### src/rtl/param_ring_buffer.sv
// Single-clock parameterised ring buffer with occupancy flags, sticky
// overflow/underflow errors, and a selectable registered or FWFT read port.
module param_ring_buffer #(
  parameter int DATA_WIDTH = 32,
  parameter int DEPTH      = 128,
  parameter int AFULL_TH   = DEPTH - 2,
  parameter int AEMPTY_TH  = 2,
  parameter int FWFT       = 0
) (
  input  logic                       clk,
  input  logic                       rst_n,
  input  logic                       wen,
  input  logic                       ren,
  input  logic [DATA_WIDTH-1:0]      din,
  input  logic                       clr_err,
  output logic [DATA_WIDTH-1:0]      dout,
  output logic                       dout_valid,
  output logic                       full_flag,
  output logic                       empty_flag,
  output logic                       almost_full,
  output logic                       almost_empty,
  output logic [$clog2(DEPTH):0]     count,
  output logic                       overflow,
  output logic                       underflow
);

  localparam int AW = $clog2(DEPTH);
  localparam int CW = AW + 1;
  localparam logic [CW-1:0] DEPTH_C  = CW'(DEPTH);
  localparam logic [CW-1:0] AFULL_C  = CW'(AFULL_TH);
  localparam logic [CW-1:0] AEMPTY_C = CW'(AEMPTY_TH);

  logic [DATA_WIDTH-1:0] mem [DEPTH];
  logic [AW-1:0]         wptr;
  logic [AW-1:0]         rptr;
  logic                  wr_ok;
  logic                  rd_ok;

  // Handshake: a write is taken when wen && !full_flag, a read when
  // ren && !empty_flag; a rejected request changes nothing but its sticky
  // error flag, and the two directions are independent within a cycle.
  assign wr_ok = wen && !full_flag;
  assign rd_ok = ren && !empty_flag;

  assign full_flag    = (count == DEPTH_C);
  assign empty_flag   = (count == '0);
  assign almost_full  = (count >= AFULL_C);
  assign almost_empty = (count <= AEMPTY_C);

  always_ff @(posedge clk) begin
    if (rst_n && wr_ok) begin
      mem[wptr] <= din;
    end
  end

  always_ff @(posedge clk) begin
    if (!rst_n) begin
      wptr      <= '0;
      rptr      <= '0;
      count     <= '0;
      overflow  <= 1'b0;
      underflow <= 1'b0;
    end else begin
      if (wr_ok) wptr <= wptr + AW'(1);
      if (rd_ok) rptr <= rptr + AW'(1);
      case ({wr_ok, rd_ok})
        2'b10:   count <= count + CW'(1);
        2'b01:   count <= count - CW'(1);
        default: count <= count;
      endcase
      // A fresh error in the clearing cycle takes priority over the clear.
      if (wen && full_flag)  overflow <= 1'b1;
      else if (clr_err)      overflow <= 1'b0;
      if (ren && empty_flag) underflow <= 1'b1;
      else if (clr_err)      underflow <= 1'b0;
    end
  end

  generate
    if (FWFT != 0) begin : g_fwft
      // Head word is presented combinationally; forced to zero while empty.
      assign dout       = empty_flag ? '0 : mem[rptr];
      assign dout_valid = !empty_flag;
    end else begin : g_reg
      logic [DATA_WIDTH-1:0] dout_r;
      logic                  dout_valid_r;

      always_ff @(posedge clk) begin
        if (!rst_n) begin
          dout_r       <= '0;
          dout_valid_r <= 1'b0;
        end else begin
          dout_valid_r <= rd_ok;
          if (rd_ok) dout_r <= mem[rptr];
        end
      end

      assign dout       = dout_r;
      assign dout_valid = dout_valid_r;
    end
  endgenerate

endmodule
### config.mk
export PLATFORM = sky130hd
export DESIGN_NAME = param_ring_buffer
export DESIGN_NICKNAME = d
export VERILOG_FILES = /design/src/rtl/param_ring_buffer.sv
export SDC_FILE = /design/constraint.sdc
export NUM_CORES = 2
export LEC_CHECK = 0
export BUFFER_PORTS_ARGS = -buffer_cell sky130_fd_sc_hd__buf_2
export CORE_ASPECT_RATIO = 1.2
export CORE_MARGIN = 8
export CORE_UTILIZATION = 47
export CTS_CLUSTER_DIAMETER = 60
export DETAILED_ROUTE_END_ITERATION = 6
export PLACE_DENSITY = 0.64
export SYNTH_ARGS = -nofsm -noshare
export SYNTH_HDL_FRONTEND = slang
export SYNTH_SLANG_ARGS = --single-unit
### constraint.sdc
create_clock -name clk -period 9.45 [get_ports clk]
set_clock_uncertainty 0.15 [all_clocks]
set_input_delay 1.89 -clock clk [delete_from_list [all_inputs] [get_ports clk]]
set_output_delay 1.89 -clock clk [all_outputs]
set_load 0.1 [all_outputs]
==> Word-level counts from Yosys, hierarchy flattened <==
Memory sizes are Yosys's and may differ from the RTL's. A register that Yosys moved wholly into a read port is not among the register bits.
Cells that the tools add are included.
{ "totals": {"reg_bits": 25, "mem_bits_rw": 4096, "input_bits": 37, "out_inout_bits": 47, "mem_count": 1} }
{ "memory_table": {"columns": ["memory", "words", "width", "read_ports", "rd_clocked_by_memory_dff", "wr", "line", "text"], "rows": [
  ["mem", 128, 32, 1, 1, 1, "33", "logic [DATA_WIDTH-1:0] mem [DEPTH];"]
]} }
{ "classes": {"add_sub_neg": 4, "order_cmp": 2, "eq_ne": 3, "mux": 6, "reduce_logical": 12} }
{ "ops": {"columns": ["operator", "count"], "rows": [
  ["$pmux 8 s2", 1],
  ["$add 7x1->7 const B", 2],
  ["$add 8x1->8 const B", 1],
  ["$eq 8x8->1 const B", 1],
  ["$ge 8x7->1 const B", 1],
  ["$le 8x2->1 const B", 1],
  ["$logic_not 8->1", 1],
  ["$sub 8x1->8 const B", 1],
  ["$reduce_bool 2->1", 3],
  ["$logic_and 1x1->1", 5],
  ["$mux 1", 5],
  ["$logic_not 1->1", 3],
  ["$eq 2x1->1 const B", 1],
  ["$eq 2x2->1 const B", 1]
]} }

==> Logic depth before layout (Yosys ltp) <==
{ "depth": {"depth_word": 6, "ltp_mapped": 15, "depth_no_buf": 14} }

==> Worst setup path after synthesis <==
OpenSTA, ideal clock, no wires.
{ "synth_timing": {"path_kind": "register -> output", "startpoint": "register count[4]", "endpoint": "output port almost_empty", "arrival_ps": 4066, "slack_ps": 3344, "path_stages_with_launch": 3, "n_path_buf": 0, "cell_sequence": "dfxtp_1 -> nor4_1 -> nor4bb_1"} }
{ "synth_via": {"elab_chain_len": 1} }
{ "synth_rtl": {"columns": ["item", "line", "text"], "rows": [
  ["start, declared", "22", "output logic [$clog2(DEPTH):0] count,"],
  ["start signal, assigned", "67", "2'b10: count <= count + CW'(1);"],
  ["start signal, assigned", "68", "2'b01: count <= count - CW'(1);"],
  ["start signal, assigned", "69", "default: count <= count;"],
  ["$le 8x2->1", "48", "assign almost_empty = (count <= AEMPTY_C);"],
  ["end, declared", "21", "output logic almost_empty,"]
]} }
No other way between the ends.

==> impl_metrics.csv <==
group,metric,value,unit
outcome,status,"finished, final reports clean",
sta,rsz0062_at_grt,"no",
yosys,synth_edf_count,4096,
power,comb_power_share,16.0,%
clock_tree,cts.sinks,4153,
critical_path,r2r_cells,8,
yosys,synthDistinctLibCells,59,
sta,setup_tns,0,ps
power,p_switching,11100,uW
yosys,ys_top_cells_by_count,"edfxtp_1 (4096), mux4_2 (933), mux2i_1 (314)",
detailed_routing,viasPerCell,6.39,
detailed_routing,drtIter0Drc,10900,
yosys,synth_flop_cell,"edfxtp_1",
detailed_routing,drtAntennaViolNets,0,
placed_design,gp_congestion,0.888,
power,pwr-share-seq,48.0,%
detailed_routing,first_pass_iters,5,
yosys,synth_nets,7066,
min_path,hp-class,"flop to flop",
die,fp.dieW,545,um
clock_tree,root_buffer,"clkbuf_16",
power,power_frac_clock,36.0,%
die,initial_core_util,47.2,%
global_routing,grt_start_max_net_pins,110,
global_routing,overflow,0,
clock_tree,clk_path_buf_depth,4,
critical_path,rrSetupSlack,4280,ps
clock_tree,clkTransAtPathRegs,60,ps
detailed_routing,wl_per_cell,36.4,um
clock_tree,cts_made_buffers,381,
min_path,hold_path_depth,2,
power,swShare,26.0,%
yosys,yosys_warnings,0,
clock_tree,post_cts_buffers,0,
power,power,42800,uW
placed_design,io_buffer_count,83,
clock_tree,cts_max_level,5,
critical_path,worstPathRequired,10060,ps
clock_tree,cts_hold_buffers,0,
global_routing,antenna_found_initial,42,
clock_tree,ctsResizeCount,0,
sta,finalHoldViolCount,0,
sta,slew_viol_final,0,
die,design.core.area,335000,sq um
yosys,avgSynthCellArea,22.5,sq um
run,drv_cap,0,
sta,min_period,5170,ps
sta,final-setup-viol-count,0,
yosys,synth_area_leaders,"edfxtp_1 (78%), mux4_2 (13%), mux2i_1 (2.0%)",
layout,areaGrowthSynthToFinish,12.2,%
yosys,ys_ff_latch,4153,
die,rows,233,
die,die_h,651,um
detailed_routing,vias,77000,
detailed_routing,drt_wl_total,439000,um
critical_path,worst_setup_path_end_kind,"flop",
yosys,netlist_area,158000,sq um
sta,holdWs,330,ps
clock_tree,cts_tree,"yes",
yosys,synthCells,7019,
layout,nNetsFinal,7321,
min_path,holdPathEnd,"dout[5]$_SDFFE_PN0P_",
yosys,synth_top_area_share,77.9,%
global_routing,grt_pass1_vias,76000,
sta,clock.fmax,193,MHz
die,pin_count,84,
power,intPower,31700,uW
global_routing,grt_pass1_wl,607000,um
power,p_leak,0.0531,uW
sta,fin_crit_sh,54.7,%
clock_tree,insertion_delay,930,ps
sta,worst_slew_pin_slew,1390,ps
global_routing,grt_usage,24.1,%
layout,layout-drive-gt1-share,25.6,%
sta,relSlewSlack,6.28,%
critical_path,worst-setup-path-type,"flop to flop",
yosys,synth-seq-area-share,78.6,%
detailed_routing,drcViolationCount,0,
die,die_area,355000,sq um
power,ir_drop,0.244,mV
yosys,async_flop_share,0,%
critical_path,cp-start-kind,"flop",
critical_path,r2r_end,"dout[11]$_SDFFE_PN0P_",
placed_design,dp_hpwl,264000,um
critical_path,timing.rr.start,"rptr[1]$_SDFFE_PN0P_",
yosys,synth_most_common_cell,"edfxtp_1",
power,powerDensity,242,nW/um^2
yosys,synth_top_cell_by_area,"edfxtp_1",
critical_path,crit_fanout,108,
min_path,hold_start,"dout[5]$_SDFFE_PN0P_",
critical_path,cp.arrival,5770,ps
==> critical path, stage by stage, from the launching register on <==
cell	delay, ps
dfxtp_4	710
buf_12	500
buf_4	570
mux4_2	440
a211oi_1	660
a211oi_1	220
buf_4	230
nor4_1	1090
nor3_1	100
==> registers in the layout, indices dropped and copies added (netlist names) <==
name,cells
underflow,1
mem,4096
overflow,1
wptr,7
rptr,7
count,8
dout_valid,1
dout,32
==> logic make-up after synthesis <==
| family | Yosys count | share of synthesized area, % |
|---|---|---|
| flops | 4153 | 78.6 |
| simple gates | 448 | 1.26 |
| mux | 1257 | 15.4 |
| compound gates | 722 | 3.28 |
| xor+xnor | 16 | 0.0887 |
| buf+inv | 413 | 1.34 |
| fa+ha+maj | 10 | 0.0840 |
==> worst max path at each step <==
stage | startpoint | endpoint | slack (ps)
6_report | rptr[1]$_SDFFE_PN0P_ | dout[11]$_SDFFE_PN0P_ | 4280
4_1_cts | rptr[0]$_SDFFE_PN0P_ | dout[1]$_SDFFE_PN0P_ | 4250
2_1_floorplan | count[4]$_SDFFE_PN0P_ | almost_empty | 3340
5_1_grt | rptr[0]$_SDFFE_PN0P_ | dout[1]$_SDFFE_PN0P_ | 4180
3_3_place_gp | wen | mem[8][31]$_DFFE_PP_ | 3560
3_5_place_dp | wen | mem[8][27]$_DFFE_PP_ | 3500
==> through the flow <==
stage	area (sq um)	std cells	utilization [%]	worst slack, ps
floorplan	158000	7019	-	3340
global placement	165000	11400	49.2	3560
detailed placement	165000	11400	49.2	3500
CTS	177000	12000	52.9	4250
global route	177000	12000	52.9	4180
finish	177000	12100	52.9	4280
==> cell type report <==
| cell class | instances | area (sq um) |
|---|---|---|
| antenna | 12 | 30.0 |
| clock buffer | 471 | 10200 |
| clock inverter | 220 | 2170 |
| fill | 25200 | 158000 |
| inverter | 10 | 42.5 |
| multi-input combinational | 2453 | 32900 |
| sequential | 4153 | 124000 |
| tap | 4465 | 5590 |
| timing repair buffer | 275 | 2110 |
==> power groups by stage <==
stage	logic, uW	clock network (uW)	registers, uW
2_1_floorplan	4160	0	21300
3_3_place_gp	6830	0	20900
3_5_place_dp	6870	0	20900
4_1_cts	6890	15600	20500
5_1_grt	7100	16200	20500
6_report	6850	15400	20500
==> per-layer routing <==
| metal | track usage [%] | part of all wire [%] | wire (um) |
|---|---|---|---|
| met5 | 0 | 0.020 | 90 |
| met4 | 10.2 | 5.1 | 22400 |
| met3 | 3.98 | 9.2 | 40300 |
| met2 | 39.5 | 49 | 214000 |
| met1 | 32.3 | 37 | 162000 |
==> cells in the final DEF, fill, tap and decap left out, drive strengths merged, types with 3 or more instances in the layout <==
cell type,synthesis,final
a22oi,150,150
o21ai,63,63
o221ai,58,58
clkinv,2,156
dfxtp,57,57
clkbuf,175,471
nor2b,23,23
ha,9,9
o22ai,75,75
edfxtp,4096,4096
nand4,18,18
diode,0,12
and2,27,27
xnor2,14,14
o31ai,19,19
bufinv,0,41
o211ai,19,19
a2111oi,11,11
nand2,147,147
clkinvlp,0,11
nand2b,4,4
nor4,15,15
mux2i,314,314
nor2,164,164
buf,228,275
a211oi,110,110
nor3,8,8
inv,8,22
o41ai,3,3
and3,5,5
mux2,10,10
mux4,933,933
nand3,27,27
a21oi,91,91
a22o,60,60
a221oi,49,49
Note: power is estimated with default switching activity, not from simulation.
